`src/rtl/dsp_pkg.sv`:
```
// Shared DSP definitions: frame-controller state encoding and default frame/word sizes.
package dsp_pkg;

    localparam int DEF_FFT_LEN = 1024;
    localparam int DEF_DATA_W  = 32;
    localparam int DEF_USEDW_W = 11;

    typedef enum logic [1:0] {
        ST_IDLE      = 2'd0,
        ST_WAIT_FILL = 2'd1,
        ST_STREAM    = 2'd2
    } fft_state_e;

endpackage

```
`src/rtl/fft_frame_ctrl.sv`:
```
// FFT frame controller: holds off until a whole frame sits in the show-ahead FIFO, then
// streams it to the FFT sink with sop/eop framing. `FFT_FRAME_STATS_EN adds frame_cnt/ovf_cnt.
//
// Sink handshake: a word moves when fft_valid and fft_ready are both high in the same cycle
// (ready latency 0); the FIFO is popped combinationally on that same cycle, and while valid
// is high and ready low the offered word and its framing flags stay unchanged.
module fft_frame_ctrl
    import dsp_pkg::*;
#(
    parameter int  FFT_LEN = DEF_FFT_LEN,
    parameter int  DATA_W  = DEF_DATA_W,
    parameter int  USEDW_W = DEF_USEDW_W,
    localparam int IDX_W   = $clog2(FFT_LEN)
) (
    input  logic               clk,
    input  logic               rst,
    input  logic               en,
    input  logic [USEDW_W-1:0] fifo_usedw,
    input  logic               fifo_empty,
    input  logic               fifo_full,
    input  logic [DATA_W-1:0]  fifo_q,
    output logic               fifo_rdreq,
    input  logic               fft_ready,
    output logic               fft_valid,
    output logic               fft_sop,
    output logic               fft_eop,
    output logic [DATA_W-1:0]  fft_data,
    output logic [IDX_W-1:0]   sample_idx,
    output logic               busy,
    output fft_state_e         state_dbg
`ifdef FFT_FRAME_STATS_EN
    ,
    output logic [15:0]        frame_cnt,
    output logic [15:0]        ovf_cnt
`endif
);

    localparam logic [IDX_W-1:0] LAST_IDX = IDX_W'(FFT_LEN - 1);

    fft_state_e       state_q, state_d;
    logic [IDX_W-1:0] idx_q, idx_d;
    logic             frame_buffered;
    logic             xfer;

    // Only start once a full frame is buffered, so the frame can never underrun on its own data.
    assign frame_buffered = (32'(fifo_usedw) >= 32'(FFT_LEN));
    assign xfer           = fifo_rdreq;

    always_ff @(posedge clk) begin
        if (rst) begin
            state_q <= ST_IDLE;
            idx_q   <= '0;
        end else begin
            state_q <= state_d;
            idx_q   <= idx_d;
        end
    end

    always_comb begin
        state_d = state_q;
        idx_d   = idx_q;
        unique case (state_q)
            ST_IDLE: begin
                if (en) begin
                    state_d = ST_WAIT_FILL;
                end
            end
            ST_WAIT_FILL: begin
                if (!en) begin
                    state_d = ST_IDLE;
                end else if (frame_buffered) begin
                    state_d = ST_STREAM;
                end
            end
            ST_STREAM: begin
                // en is only honoured at the frame boundary; a started frame always completes.
                if (xfer) begin
                    if (idx_q == LAST_IDX) begin
                        idx_d   = '0;
                        state_d = en ? ST_WAIT_FILL : ST_IDLE;
                    end else begin
                        idx_d = idx_q + IDX_W'(1);
                    end
                end
            end
            default: begin
                state_d = ST_IDLE;
                idx_d   = '0;
            end
        endcase
    end

    always_comb begin
        fft_valid  = 1'b0;
        fft_sop    = 1'b0;
        fft_eop    = 1'b0;
        fifo_rdreq = 1'b0;
        if (state_q == ST_STREAM) begin
            fft_valid  = !fifo_empty;
            fft_sop    = !fifo_empty && (idx_q == '0);
            fft_eop    = !fifo_empty && (idx_q == LAST_IDX);
            fifo_rdreq = !fifo_empty && fft_ready;
        end
    end

    assign fft_data   = fifo_q;
    assign sample_idx = idx_q;
    assign busy       = (state_q != ST_IDLE);
    assign state_dbg  = state_q;

`ifdef FFT_FRAME_STATS_EN
    logic [15:0] frame_cnt_q, frame_cnt_d;
    logic [15:0] ovf_cnt_q, ovf_cnt_d;

    // frame_cnt wraps naturally; ovf_cnt sticks at all-ones.
    always_comb begin
        frame_cnt_d = frame_cnt_q;
        ovf_cnt_d   = ovf_cnt_q;
        if (xfer && fft_eop) begin
            frame_cnt_d = frame_cnt_q + 16'd1;
        end
        if (fifo_full && (ovf_cnt_q != 16'hFFFF)) begin
            ovf_cnt_d = ovf_cnt_q + 16'd1;
        end
    end

    always_ff @(posedge clk) begin
        if (rst) begin
            frame_cnt_q <= '0;
            ovf_cnt_q   <= '0;
        end else begin
            frame_cnt_q <= frame_cnt_d;
            ovf_cnt_q   <= ovf_cnt_d;
        end
    end

    assign frame_cnt = frame_cnt_q;
    assign ovf_cnt   = ovf_cnt_q;
`else
    logic unused_fifo_full;
    assign unused_fifo_full = fifo_full;
`endif

endmodule

```
`config.mk`:
```
export PLATFORM = sky130hd
export DESIGN_NAME = fft_frame_ctrl
export DESIGN_NICKNAME = d
export VERILOG_FILES = /design/src/rtl/dsp_pkg.sv /design/src/rtl/fft_frame_ctrl.sv
export SDC_FILE = /design/constraint.sdc
export NUM_CORES = 1
export LEC_CHECK = 0
export CAP_MARGIN = 20
export CORE_ASPECT_RATIO = 1.25
export CORE_MARGIN = 1
export CORE_UTILIZATION = 30
export DETAILED_ROUTE_END_ITERATION = 16
export PLACE_DENSITY = 0.85
export SLEW_MARGIN = 20
export SYNTH_ARGS = -nofsm -noshare
export SYNTH_HDL_FRONTEND = slang
export SYNTH_SLANG_ARGS = --single-unit
```
`constraint.sdc`:
```
create_clock -name clk -period 3.46 [get_ports clk]
set_input_delay 0.346 -clock clk [delete_from_list [all_inputs] [get_ports clk]]
set_output_delay 0.346 -clock clk [all_outputs]
set_load 0.02 [all_outputs]
```
## Word level (Yosys, flattened, before mapping)

Cells that the tools add are included.

- Flip-flop bits (word level): 12
- Input port bits: 49
- Word-level logic and storage cells: 36

- Add/sub/neg operators: 1
- Order comparisons: 1
- Eq/ne operators: 7
- Multiplexer cells: 14
- Bitwise gates (word level): 1
- Reductions and logical operators: 10

Operators by type and width:

| cell | number |
|---|---|
| $mux W10 | 2 |
| $pmux W10 S2 | 1 |
| $ge A11 B11 Y1 const B | 1 |
| $add A10 B1 Y10 const B | 1 |
| $eq A10 B10 Y1 const B | 1 |
| $logic_not A10 Y1 | 1 |
| $mux W2 | 5 |
| $pmux W2 S3 | 1 |
| $mux W1 | 5 |
| $ne A2 B2 Y1 const B | 2 |
| $reduce_and A4 Y1 | 1 |
| $logic_and A1 B1 Y1 | 3 |
| $ne A3 B3 Y1 const B | 1 |
| $eq A2 B1 Y1 const B | 1 |
| $eq A2 B2 Y1 const B | 1 |
| $logic_not A2 Y1 | 1 |
| $ne A2 B1 Y1 const B | 1 |
| $reduce_and A2 Y1 | 1 |
| $reduce_bool A2 Y1 | 1 |
| $reduce_or A2 Y1 | 1 |
| $logic_not A1 Y1 | 1 |
| $not A1 Y1 | 1 |

## Depth between registers and ports, before layout

Gate-level depths: netlist of the first run.

- Word-level depth: 5
- Gate-level depth with buffers: 5
- Gate-level depth less buffers: 5

## Worst setup path before layout of the first run

Ideal clock, no wire load.

- Path kind: reg-to-output
- Start point: register state_q[1] (netlist: state_dbg[1])
- End point: output fft_sop
- Arrival: 1320 ps
- Slack: 1794 ps
- Stages on the path, launching flop included: 5
- Path through: dfxtp_1 clkbuf_1 nand2_1 nor4_1 and4b_1

- Cells in the longest elaborated chain, start to end: 2

Ends and longest elaborated chain:

| what | RTL line | RTL |
|---|---|---|
| start, declared | fft_frame_ctrl.sv:40 | `fft_state_e state_q, state_d;` |
| start signal, assigned | fft_frame_ctrl.sv:54 | `state_q <= state_d;` |
| $eq A2 B2 Y1 | fft_frame_ctrl.sv:98 | `if (state_q == ST_STREAM) begin` |
| $mux W1 | fft_frame_ctrl.sv:98 |  |
| end, declared | fft_frame_ctrl.sv:25 | `output logic fft_sop,` |

Every way passes these cells.

## Worst setup path in the final report of the first run

- Start point: register state_q[0] (netlist: state_dbg[0])
- End point: output fft_sop

The elaborated chain is that of the path after synthesis.

==> results of run 1 <==
-- how the worst max path moves through the flow --
stage                                   start       to  slack [ps]  depth (start not counted)
floorplan           state_dbg[1]$_SDFFE_PP0P_  fft_sop        1790                          4
global placement                   fifo_empty  fft_sop        1080                          6
detailed placement                 fifo_empty  fft_sop        1080                          6
CTS                 state_dbg[0]$_SDFFE_PP0P_  fft_sop        1060                          5
global route        state_dbg[0]$_SDFFE_PP0P_  fft_sop         870                          5
finish              state_dbg[0]$_SDFFE_PP0P_  fft_sop        1070                          5
-- cell families after synthesis --
| group | after synthesis | synth area share, % |
|---|---|---|
| simple gates | 35 | 21.7 |
| compound gates | 17 | 12.3 |
| buf+inv | 39 | 30.0 |
| mux | 1 | 1.10 |
| xor+xnor | 6 | 5.76 |
| flops | 12 | 26.3 |
| fa+ha+maj | 2 | 2.74 |
-- state kept, by name, summed over array words and instances (netlist names) --
signal and cells:
sample_idx 10, state_dbg 2
-- per-layer routing --
| layer | up-vias | track usage, % | wire [µm] |
|---|---|---|---|
| met2 | 35 | 16.6 | 817 |
| li1 | 333 | - | - |
| met1 | 303 | 12.6 | 709 |
| met4 | 0 | 7.09 | 46 |
| met5 | - | 0 | 0 |
| met3 | 9 | 3.14 | 133 |
-- through the flow --
step	power (mW)	setup WS (ps)	instance area (µm²)	utilization [%]
final	0.282	1070	951	32.6
after global routing	0.295	871	951	32.6
after CTS	0.285	1060	951	32.6
after detailed placement	0.172	1080	915	31.3
after global placement	0.171	1080	915	31.3
after floorplan	0.213	1790	912	-
-- cell type report --
cell class                 instances  area share, %
multi-input combinational         61           41.8
sequential                        12           25.3
timing repair buffer              22           23.2
tap                               36           4.74
clock buffer                       4           3.82
inverter                           3           1.18
-- power groups by stage --
stage                     registers, mW  logic (mW)  clock network [mW]
after floorplan                   0.145      0.0675                   0
after global placement            0.146      0.0246                   0
after detailed placement          0.146      0.0254                   0
after CTS                         0.143      0.0255               0.116
after global routing              0.144      0.0274               0.124
final                             0.143      0.0253               0.114
-- worst max-delay path: cells and delay by family (launching register included) --
kind	cells	cell delay [ps]
buffers and inverters	1	600
flip-flops	1	450
AND/OR/NAND/NOR	4	710
-- placed cells by master, fill, tap and decap left out, types with 2 or more instances in the layout --
| master | n |
|---|---|
| nor2_1 | 9 |
| o211ai_1 | 4 |
| nand3b_1 | 2 |
| ha_1 | 2 |
| and2_1 | 2 |
| o21ai_0 | 4 |
| and3_1 | 3 |
| clkbuf_4 | 3 |
| clkdlybuf4s50_1 | 22 |
| nor4_1 | 2 |
| dfxtp_1 | 12 |
| a21oi_1 | 3 |
| or3_1 | 3 |
| xor2_1 | 5 |
| nand2_1 | 4 |
| and3_2 | 2 |
| inv_1 | 3 |
| nand3_1 | 2 |
==> metrics, run 1 <==
Hold Crit Depth 2; relative slew slack about 60%; count of cell types in the netlist 32; sw power between 0.06 and 0.07 mW; I/O pins 98; synthesized flop and latch total 12; final WL between 1500 and 2000 µm; r2r setup slk around 1900 ps; Async SR Flop Fraction 0%; HPWL Detailed approximately 1300 µm; Post-Syn Nets 163; maximum vdd drop approximately 0.12 mV; CTS buffer count 3; total number of vias 680; H-tree depth 1; cell depth of the worst flop-to-flop path 4; Switching Share between 20 and 25%; unrepaired setup endpoints after global routing no; Core Rows 22; Setup Buffers After CTS 0; Multi-input gate area 398 µm²; Iteration-0 DRC Markers 3; Crit Path Max Fanout 14; CTS tree yes; Crit Reg-Reg Endpoint sample_idx[7]$_SDFFE_PP0P_; ys flop type dfxtp_1; fmax 418 MHz; crit end category primary output; crit path DAT between 2000 and 2500 ps; Critical Path RT roughly 3100 ps; # diodes 0; clk buf depth 2; fill count 330; total of max-cap violations 0; Post-synth EDFFs 0; mapped cell area between 900 and 1000 µm²; actual slew at the worst max-slew pin between 500 and 600 ps; top cell type's share of synthesized area 28.0%; final slew viol count 0; global-route wire length before repair about 2700 µm; start of the worst register-to-register path state_dbg[1]$_SDFFE_PP0P_; Nets about 150; synth top area cells buf_4 28%, dfxtp_1 26%, xor2_1 4.8%; Hold Crit Class reg2reg; Seq pwr share between 50% and 60%; DIE WIDTH slightly above 50 µm; pin count of the biggest net entering global routing 15; core area about 3000 µm²; DRC 0; Yosys top cell by area buf_4; clk_lat worst skew between 200 and 300 ps; total grt overflow 0; vias in the first global route roughly 600; initial antenna violation count 0; min Tclk post-route approximately 2400 ps; fraction of layout cells with a size suffix above 1 around 8.8%; Worst path max stage delay around 600 ps; Clk Tree Root Cell clkbuf_4; CP cell instances nor2_1 > nand2_1 > nor4_1 > and4b_1 > clkdlybuf4s50_1; Pre-antenna DRT Iters 4; FF/Latch Area approximately 240 µm²; final hold vios 0; P_int around 0.22 mW; total track usage a little over a tenth; Initial Util between 30% and 40%; post-route setup TNS 0 ps; Clk pwr share approximately two fifths; status finished, final reports clean; final std cells w/o fill between 100 and 150; Seq/Total Area, Yosys about a quarter; Area Overhead vs Synth 4.25%; Worst Min Path Start sample_idx[8]$_SDFFE_PP0P_; Startpoint Class flop; DIE AREA about 3300 µm²; Via density 4.93; Worst Hold End sample_idx[8]$_SDFFE_PP0P_; synthesized instance count 112; cell count after placement roughly 130; most instantiated cells after synthesis 34 x buf_4, 12 x dfxtp_1, 9 x nor2_1, 5 x xor2_1; Slowest cell on crit path clkdlybuf4s50_1; DR WL/cell 12.4 µm; combinational share of power under 10%; # port buffers 22; syn_area_per_cell 8.14 µm²; Hold Buf Count CTS 0; fin crit share between 60 and 70%; Worst Setup Path Type reg2out; GP Congestion between 0.7 and 0.8; Resize count post-CTS 0; pwr dens roughly 300 nW/µm²; Final ANT Viol Nets 0; Worst-path clk slew ~80 ps; Pleak 0.357 nW; final setup fails 0; Layout Skew roughly 4.7 ps; height of the die about 64 µm; top-count cell post-synth buf_4; CTS Sinks 12; hold_ws between 500 and 600 ps; Ys Warns 0
No activity file was read; power rests on OpenSTA's default activity.
==> run 2, diff against run 1 <==
--- a/config.mk
+++ b/config.mk
@@ -8,9 +8,9 @@
 export CAP_MARGIN = 20
 export CORE_ASPECT_RATIO = 1.25
 export CORE_MARGIN = 1
-export CORE_UTILIZATION = 30
+export CORE_UTILIZATION = 25
 export DETAILED_ROUTE_END_ITERATION = 16
-export PLACE_DENSITY = 0.85
+export PLACE_DENSITY = 0.76
 export SLEW_MARGIN = 20
 export SYNTH_ARGS = -nofsm -noshare
 export SYNTH_HDL_FRONTEND = slang
==> constraint.sdc (replaced) <==
create_clock -name clk -period 2 [get_ports clk]
set_input_delay 0.2 -clock clk [delete_from_list [all_inputs] [get_ports clk]]
set_output_delay 0.2 -clock clk [all_outputs]
set_load 0.02 [all_outputs]
==> run 2 against run 1 <==
First-iteration DRC count rose by 130%. Clock power rose by 83%. Sequential power rose by 70%.
==> metrics, run 2 (same netlist as run 1, synthesis figures left out) <==
GP Congestion 0.831 (was 0.776); Initial Util 26.2% (was 31.3%); Hold Buf Count CTS 0 (unchanged); Routed met3 length 206 µm (was 133 µm); Setup crit start fifo_empty (was state_dbg[0]$_SDFFE_PP0P_); Worst Setup Path Type in2out (was reg2out); Worst Hold End fft_data[0] (was sample_idx[8]$_SDFFE_PP0P_); Hold Crit Depth 0 (was 2); hold_ws 400 ps (was 518 ps); Worst path max stage delay 590 ps (was 600 ps); fmax 544 MHz; I/O pins 98 (unchanged); relative slew slack 73.4% (was 60.6%); core area 3480 µm² (was 2920 µm²); CTS tree yes (unchanged); unrepaired setup endpoints after global routing no (unchanged); fraction of layout cells with a size suffix above 1 13.2% (was 8.82%); most frequent cells in the layout 20 x clkdlybuf4s50_1, 12 x dfxtp_1, 9 x nor2_1 (was 22 x clkdlybuf4s50_1, 12 x dfxtp_1, 9 x nor2_1); CP cell instances clkdlybuf4s50_1 > nor2_1 > nand2_1 > buf_4 > inv_1 > clkdlybuf4s50_1 (was nor2_1 > nand2_1 > nor4_1 > and4b_1 > clkdlybuf4s50_1); CTS buffer count 3 (unchanged); Hold Crit Class in2out (was reg2reg); final slew viol count 0 (unchanged); Crit Reg-Reg Endpoint sample_idx[0]$_SDFFE_PP0P_ (was sample_idx[7]$_SDFFE_PP0P_); Iteration-0 DRC Markers 7 (was 3); CTS Sinks 12 (unchanged); Worst Setup Slack, final 163 ps (was 1070 ps); height of the die 69.5 µm (was 63.7 µm); total of max-cap violations 0 (unchanged); Layout Skew 0.627 ps (was 4.66 ps); final hold vios 0 (unchanged); total grt overflow 0 (unchanged); Worst Min Path Start fifo_q[0] (was sample_idx[8]$_SDFFE_PP0P_); Pleak 0.394 nW (was 0.357 nW); most common cell after layout, fill and taps aside clkdlybuf4s50_1 (unchanged); fill count 371 (was 330); DIE WIDTH 56.0 µm (was 51.3 µm); total track usage 9.03% (was 10.7%); most used cell, CP clkdlybuf4s50_1; final setup fails 0 (unchanged); pin count of the biggest net entering global routing 14 (was 15); final WL 1720 µm (was 1710 µm); vias in the first global route 582 (was 599); Startpoint Class input port (was flop); Clk Tree Root Cell clkbuf_8 (was clkbuf_4); pwr dens 506 nW/µm² (was 297 nW/µm²); final std cells w/o fill 145 (was 138); DIE AREA 3900 µm² (was 3270 µm²); Nets 159 (was 154); Largest register FFs 10 (unchanged); actual slew at the worst max-slew pin 399 ps (was 590 ps); # diodes 0 (unchanged); Place WS -129 ps (was 1080 ps); global-route wire length before repair 2670 µm (was 2660 µm); clk buf depth 2 (unchanged); start of the worst register-to-register path sample_idx[1]$_SDFFE_PP0P_ (was state_dbg[1]$_SDFFE_PP0P_); Final ANT Viol Nets 0 (unchanged); total number of vias 665 (was 680); initial antenna violation count 0 (unchanged); maximum vdd drop 0.441 mV (was 0.117 mV); min Tclk post-route 1840 ps; clk_lat worst skew 230 ps (was 280 ps); Via density 4.59 (was 4.93); Area Overhead vs Synth 9.74% (was 4.25%); wire length on met1 716 µm (was 709 µm); Crit Path Max Fanout 2 (was 14); metal2 WL 733 µm (was 817 µm); status finished, final reports clean (unchanged); cell count after placement 142 (was 134); Setup Buffers After CTS 0 (unchanged); DR WL/cell 11.9 µm (was 12.4 µm); crit path DAT 1640 ps (was 2050 ps); fin crit share between 90% and 100%; DRC 0 (unchanged); Slowest cell on crit path clkdlybuf4s50_1 (unchanged); Multi-input gate area 404 µm² (was 398 µm²); r2r setup slk 500 ps (was 1920 ps); # port buffers 22 (unchanged); Critical Path RT 1800 ps (was 3110 ps); H-tree depth 1 (unchanged); FF/Latch Area 240 µm² (unchanged); Pre-antenna DRT Iters 4 (unchanged); crit end category primary output (unchanged); uppermost layer routed met4 (unchanged); Core Rows 24 (was 22); cell depth of the worst flop-to-flop path 5 (was 4); HPWL Detailed 1300 µm (was 1290 µm)
run 2: how the worst max path moves through the flow:
stage	depth (start not counted)	endpoint	slack (ps)
6_report	6	fft_valid	160
3_3_place_gp	6	fft_sop	-70
2_1_floorplan	4	fft_sop	480
3_5_place_dp	6	fft_sop	-130
4_1_cts	6	fft_sop	150
5_1_grt	5	fft_eop	50
run 2: layer usage:
metal / GRT usage, % / up-vias
met5: 0 / -
met4: 6.23 / 0
met3: 5.41 / 10
met2: 13.4 / 26
met1: 9.43 / 293
li1: - / 336
run 2: report_power, final:
group	total [mW]	leakage (nW)	switching [mW]	internal [mW]
combinational	0.0537	0.276	0.0263	0.0274
clock	0.209	0.0216	0.0776	0.132
sequential	0.243	0.0969	0.00117	0.242
total	0.506	0.394	0.105	0.401
run 2: critical path, delay by kind of cell:
kind                   cells  cell delay, ps
and+or+nand+nor            2             230
buffers and inverters      4            1210
run 2: area by class of cell:
type	count	area share, %
Inverter	3	1.13
Multi-Input combinational cell	61	40.4
Sequential cell	12	24.0
Clock buffer	3	4.13
Timing Repair Buffer	27	25.5
Tap cell	39	4.87
run 2: stage by stage:
step,instance area (µm²),power (mW),TNS [ps],util (%)
floorplan,912,0.368,0,-
global placement,956,0.301,-69.8,27.4
detailed placement,956,0.302,-129,27.4
CTS,995,0.511,0,28.6
global route,1000,0.528,0,28.7
finish,1000,0.506,0,28.7
run 2: repair_timing:
item	in CTS	in global routing
resized for setup	2	1
hold endpoints to repair	0	0
endpoints found under the setup margin	2	1
==> run 3, diff against run 2 <==
--- a/config.mk
+++ b/config.mk
@@ -9,6 +9,7 @@
 export CORE_ASPECT_RATIO = 1.25
 export CORE_MARGIN = 1
 export CORE_UTILIZATION = 25
+export CTS_BUF_LIST = sky130_fd_sc_hd__clkbuf_8 sky130_fd_sc_hd__clkbuf_16
 export DETAILED_ROUTE_END_ITERATION = 16
 export PLACE_DENSITY = 0.76
 export SLEW_MARGIN = 20
==> results of run 3 <==
No change in the layout: final DEF, timing and power equal those of run 2.
